## config.mk

```make
export PLATFORM = sky130hd
export DESIGN_NAME = diff_decoder_24bit
export DESIGN_NICKNAME = d
export VERILOG_FILES = /design/src/rtl/diff_pkg.sv /design/src/rtl/diff_add_24bit.sv /design/src/rtl/diff_decoder_24bit.sv
export SDC_FILE = /design/constraint.sdc
export NUM_CORES = 1
export LEC_CHECK = 0
export BUFFER_PORTS_ARGS = -buffer_cell sky130_fd_sc_hd__buf_2
export CAP_MARGIN = 0
export CORE_ASPECT_RATIO = 2
export CORE_MARGIN = 2
export CORE_UTILIZATION = 59
export CTS_BUF_LIST = sky130_fd_sc_hd__clkbuf_8 sky130_fd_sc_hd__clkbuf_16
export CTS_CLUSTER_SIZE = 24
export DETAILED_ROUTE_END_ITERATION = 16
export PLACE_DENSITY_LB_ADDON = 0.2
export SLEW_MARGIN = 20
export SYNTH_ARGS = -nofsm -noshare
export SYNTH_HDL_FRONTEND = slang
export SYNTH_SLANG_ARGS = --single-unit
```

## constraint.sdc

```tcl
create_clock -name clk -period 5.3 [get_ports clk]
set_input_delay 1.325 -clock clk [delete_from_list [all_inputs] [get_ports clk]]
set_output_delay 1.325 -clock clk [all_outputs]
set_load 0.02 [all_outputs]
```

## src/rtl/diff_pkg.sv

```systemverilog
// Shared definitions for the delta-sample decoder: default widths, the
// decoder state type and the extended-precision add with range detection.
package diff_pkg;

    localparam int DEF_WIDTH = 24;
    localparam int DEF_CNT_W = 16;

    // WAIT_KEY: no valid reference yet; RUN: reference is live.
    typedef enum logic {
        WAIT_KEY = 1'b0,
        RUN      = 1'b1
    } state_t;

    // Result of ref + delta: the modulo sum plus underflow/overflow flags.
    typedef struct packed {
        logic [DEF_WIDTH-1:0] mod_sum;
        logic                 under;
        logic                 over;
    } add_res_t;

    // Unsigned reference plus sign-extended delta, evaluated two bits wider
    // than the sample so that both underflow and overflow are visible.
    function automatic add_res_t add_range(input logic [DEF_WIDTH-1:0] r,
                                           input logic [DEF_WIDTH-1:0] d);
        logic signed [DEF_WIDTH+1:0] s;
        add_res_t                    res;
        s = $signed({2'b00, r}) + $signed({{2{d[DEF_WIDTH-1]}}, d});
        res.mod_sum = s[DEF_WIDTH-1:0];
        res.under   = s[DEF_WIDTH+1];
        res.over    = !s[DEF_WIDTH+1] && s[DEF_WIDTH];
        return res;
    endfunction

endpackage

```

## src/rtl/diff_add_24bit.sv

```systemverilog
// Combinational reference + delta adder with range flag.
// With DIFF_DECODER_SAT_EN defined the result is clamped to 0..all-ones;
// otherwise it wraps modulo 2^24 and no clamp logic exists.
module diff_add_24bit
    import diff_pkg::*;
(
    input  logic [DEF_WIDTH-1:0] i_ref,
    input  logic [DEF_WIDTH-1:0] i_delta,
    output logic [DEF_WIDTH-1:0] o_result,
    output logic                 o_range
);

    add_res_t w_res;

    assign w_res   = add_range(i_ref, i_delta);
    assign o_range = w_res.under || w_res.over;

`ifdef DIFF_DECODER_SAT_EN
    // Clamp out-of-range sums to the nearest representable sample.
    always_comb begin
        o_result = w_res.mod_sum;
        if (w_res.under) begin
            o_result = '0;
        end else if (w_res.over) begin
            o_result = '1;
        end
    end
`else
    // Plain modulo wrap: keep the low bits of the sum.
    always_comb begin
        o_result = w_res.mod_sum;
    end
`endif

endmodule

```

## src/rtl/diff_decoder_24bit.sv

```systemverilog
// Delta-sample decoder: rebuilds absolute samples from two's-complement
// deltas, re-seeding on key beats. Valid/ready on both sides, one output
// register stage. Optional clamp mode: define DIFF_DECODER_SAT_EN.
// The adder is 24 bits wide; WIDTH is expected to stay at its default.
module diff_decoder_24bit
    import diff_pkg::*;
#(
    parameter int WIDTH = DEF_WIDTH,
    parameter int CNT_W = DEF_CNT_W
)
(
    input  logic             clk,
    input  logic             rst,
    input  logic             in_valid,
    output logic             in_ready,
    input  logic [WIDTH-1:0] in_data,
    input  logic             in_key,
    output logic             out_valid,
    input  logic             out_ready,
    output logic [WIDTH-1:0] out_data,
    output logic             out_key,
    output logic             out_wrap,
    output logic [CNT_W-1:0] drop_cnt
);

    state_t             r_state;
    state_t             w_state_nxt;
    logic [WIDTH-1:0]   r_ref;
    logic [WIDTH-1:0]   r_data_p0;
    logic               r_key_p0;
    logic               r_wrap_p0;
    logic               r_vld_p0;
    logic [CNT_W-1:0]   r_drop_cnt;

    logic               w_in_ready;
    logic               w_accept;
    logic               w_load;
    logic               w_drop;
    logic [WIDTH-1:0]   w_data_nxt;
    logic               w_key_nxt;
    logic               w_wrap_nxt;
    logic [WIDTH-1:0]   w_add_result;
    logic               w_add_range;

    // The output register may reload in the same cycle it drains.
    assign w_in_ready = !rst && (!r_vld_p0 || out_ready);
    assign w_accept   = in_valid && w_in_ready;

    diff_add_24bit u_add (
        .i_ref    (r_ref),
        .i_delta  (in_data),
        .o_result (w_add_result),
        .o_range  (w_add_range)
    );

    // Next-state and output-load decode for each accepted beat.
    always_comb begin
        w_state_nxt = r_state;
        w_load      = 1'b0;
        w_drop      = 1'b0;
        w_data_nxt  = w_add_result;
        w_key_nxt   = 1'b0;
        w_wrap_nxt  = w_add_range;
        if (w_accept) begin
            if (in_key) begin
                w_load      = 1'b1;
                w_data_nxt  = in_data;
                w_key_nxt   = 1'b1;
                w_wrap_nxt  = 1'b0;
                w_state_nxt = RUN;
            end else if (r_state == WAIT_KEY) begin
                w_drop = 1'b1;
            end else begin
                w_load = 1'b1;
            end
        end
    end

    // State, reference and drop counter; drop count sticks at all-ones.
    always_ff @(posedge clk) begin
        if (rst) begin
            r_state    <= WAIT_KEY;
            r_ref      <= '0;
            r_drop_cnt <= '0;
        end else begin
            r_state <= w_state_nxt;
            if (w_load) begin
                r_ref <= w_data_nxt;
            end
            if (w_drop && !(&r_drop_cnt)) begin
                r_drop_cnt <= r_drop_cnt + 1'b1;
            end
        end
    end

    // ---- stage p0: registered output beat, held while stalled ----
    always_ff @(posedge clk) begin
        if (rst) begin
            r_vld_p0  <= 1'b0;
            r_data_p0 <= '0;
            r_key_p0  <= 1'b0;
            r_wrap_p0 <= 1'b0;
        end else if (w_load) begin
            r_vld_p0  <= 1'b1;
            r_data_p0 <= w_data_nxt;
            r_key_p0  <= w_key_nxt;
            r_wrap_p0 <= w_wrap_nxt;
        end else if (out_ready) begin
            r_vld_p0 <= 1'b0;
        end
    end

    assign in_ready  = w_in_ready;
    assign out_valid = r_vld_p0;
    assign out_data  = r_data_p0;
    assign out_key   = r_key_p0;
    assign out_wrap  = r_wrap_p0;
    assign drop_cnt  = r_drop_cnt;

endmodule

```

==> impl_results.md <==
* Die ar. at about 6200 um2
* Hold-fix buffers at CTS at 0
* Period utilization at 66.3%
* Die X at 56.7 um
* First-pass GRT wire length at between 10000 and 15000 um
* Global route overflow at 0
* HPWL after DPL at between 6000 and 7000 um
* H-tree depth at 2
* Post-CTS setup buffer count at 0
* Final min period at 3.51 ns
* Nets at about 530
* Post-route antenna net violation count at 0
* VDD IR-drop max at between 0.2 and 0.25 mV
* PostCTS Resize Cnt at 0
* Post-DR wirelength/cell at around 17 um
* Fin Hold WS at ~0.47 ns
* Yosys top cell by area: dfxtp_1
* Worst hold path stage count at 2
* Hold_sp: out_data[15]$_SDFFE_PP0P_
* Max Clk Rate at between 0.2 and 0.3 GHz
* Least-Margin Pin Slew at 0.798 ns
* Place WS at between 1.5 and 2 ns
* Setup tns final at 0 ns
* Initial antenna violation count at 0
* Synthesized instance count at 418
* Largest net degree at the start of global routing at 40
* Routed wire length at roughly 9200 um
* Yosys cell types at ~60
* Clock slew at reported path FFs at roughly 0.090 ns
* Post-route setup slack at 1.79 ns
* Syn_area_per_cell at a little under 8 um2
* Row Count at 38
* Seq cells post-synth at 44
* Sequential area share after synthesis at ~27%
* Hold Path End: out_data[15]$_SDFFE_PP0P_
* DRT iter0 DRCs at between 100 and 150
* Overall power at slightly below 0.9 mW
* Post-synth EDFFs at 0
* Area contributors post-synth: dfxtp_1 (27%), ha_1 (9.9%), a21oi_1 (6.1%)
* Pwr dens at about 240 nW/um2
* Most used flip-flop cell after synthesis: dfxtp_1
* CP endpoint kind: output port
* Final hold violation count at 0
* Critical path type: in -> out
* Reg-to-Reg End: out_data[22]$_SDFFE_PP0P_
* Routability cong. at between 0.9 and 1
* Boundary Pins at between 70 and 80
* CP arrival at between 2 and 2.5 ns
* First-pass iteration count of the detailed router at 4
* Async set-reset flop share out of synthesis at 0%
* Clk Latency, worst-skew pair at ~0.32 ns
* Vias per inst at approximately 6.3
* Gr usage total at around 31%
* DIE HEIGHT at roughly 110 um
* Yosys top cell area share at a little over a quarter
* Area Overhead vs Synth at 14.3%
* Max Buffers Root-to-Sink at 2
* Post-route clock skew at between 0.005 and 0.006 ns
* Initial core utilization at 61.1%
* Fillers at approximately 480
* Worst r2r src: out_data[0]$_SDFFE_PP0P_
* Status: finished clean
* Post-Syn Nets at ~470
* Final Slew Violations at 0
* Worst reg2reg setup slack at approximately 2.7 ns
* Leak at ~1.6 nW
* Slew Limit Headroom at 46.8%
* Worst-path maximum fanout at 39
* R2R cell count at 10
* Ant diodes at 0
* RSZ-0062 raised after global routing: false
* DRC Markers at 0
* Num CTS Buffers at 5
* Critical Path Start Type: primary input
* Worst EP required at about 4.0 ns
* Clock root buffer: clkbuf_8
* Share of cells above drive strength 1 at between 20% and 30%
* TritonCTS clock tree: done
* Max Cap Viol at 0
* Post-Syn Area at ~3300 um2
* Core ar. at 5370 um2
* Synth warn at 0
* Vias in the first global route at approximately 3300
* Via count at between 3000 and 4000
* Final setup fails at 0
* Hold Path Class: reg -> reg
* CTS Sinks at 44
* PortBufs at slightly above 70
==> power breakdown <==
part           switching, mW  internal, mW  total [mW]
logic                  0.157        0.0996       0.256
clock network          0.130         0.140       0.269
registers             0.0132         0.345       0.358
==> cells in the mapped netlist (7+ instances only) <==
master / count
nor2_1: 35
ha_1: 26
nand2_1: 40
o221ai_1: 9
inv_1: 15
xor2_1: 13
nand3_1: 13
a21o_1: 7
a21oi_1: 40
xnor2_1: 14
o21ai_0: 37
o211ai_1: 8
or3_1: 7
clkbuf_1: 16
nor3_1: 7
dfxtp_1: 44
==> cells by family (layout without fill, tap and decap cells) <==
group                    count (synthesis)  after routing  share of synthesized area (%)
adder cells (fa/ha/maj)                 27             27                           10.5
XOR/XNOR                                27             27                           7.21
buffers and inverters                   39             98                           4.69
AO/OA/AOI/OAI                          147            147                           30.3
flip-flops                              44             44                           26.8
multiplexers                             1              1                          0.305
AND/OR/NAND/NOR                        133            133                           20.2
==> per-layer routing <==
metal | track usage, % | routed length, um
met1 | 29.6 | 3120
met2 | 58.4 | 5100
met3 | 4.94 | 513
met4 | 18.8 | 438
met5 | 0 | 0
==> per-stage QoR <==
step                      instances  instance area (um2)  utilization, %
after detailed placement        529                 3640            67.7
after global routing            537                 3750            69.8
after global placement          529                 3640            67.7
final                           537                 3750            69.8
after floorplan                 418                 3280               -
after CTS                       537                 3750            69.8
==> cell type report <==
type	instances	area [um2]	share of cell area, %
Inverter	16	60.1	1.60
Clock buffer	5	68.8	1.84
Multi-Input combinational cell	335	2250	59.9
Sequential cell	44	881	23.5
Clock inverter	3	42.5	1.13
Tap cell	60	75.1	2.00
Timing Repair Buffer	74	375	10.0
==> cell usage in the layout (no fill, tap or decap), drive strengths merged, types with 14 or more instances in the layout <==
master and instances:
o21ai 42, dfxtp 44, nor2 35, ha 26, buf 74, xnor2 14
inv 15, nand2 40, a21oi 40
==> state kept, by name, summed over array words and instances, names as in the netlist <==
signal and cells:
drop_cnt 16, out_data 24, out_key 1, out_valid 1, out_wrap 1, r_state 1
==> worst max path at each step <==
| stage | start | endpoint | slack (ns) | cells past startpoint |
|---|---|---|---|---|
| 2_1_floorplan | in_data[0] | out_data[22]$_SDFFE_PP0P_ | 1.90 | 10 |
| 3_3_place_gp | rst | drop_cnt[13]$_SDFFE_PP0P_ | 1.62 | 6 |
| 3_5_place_dp | rst | drop_cnt[9]$_SDFFE_PP0P_ | 1.57 | 6 |
| 4_1_cts | rst | in_ready | 1.77 | 3 |
| 5_1_grt | rst | drop_cnt[11]$_SDFFE_PP0P_ | 1.61 | 6 |
| 6_report | rst | in_ready | 1.79 | 3 |
==> worst max-delay path, stage by stage <==
cell	delay, ns
buf_2	0.56
nor2_1	0.10
buf_2	0.18
No activity file was read; power rests on OpenSTA's default activity.
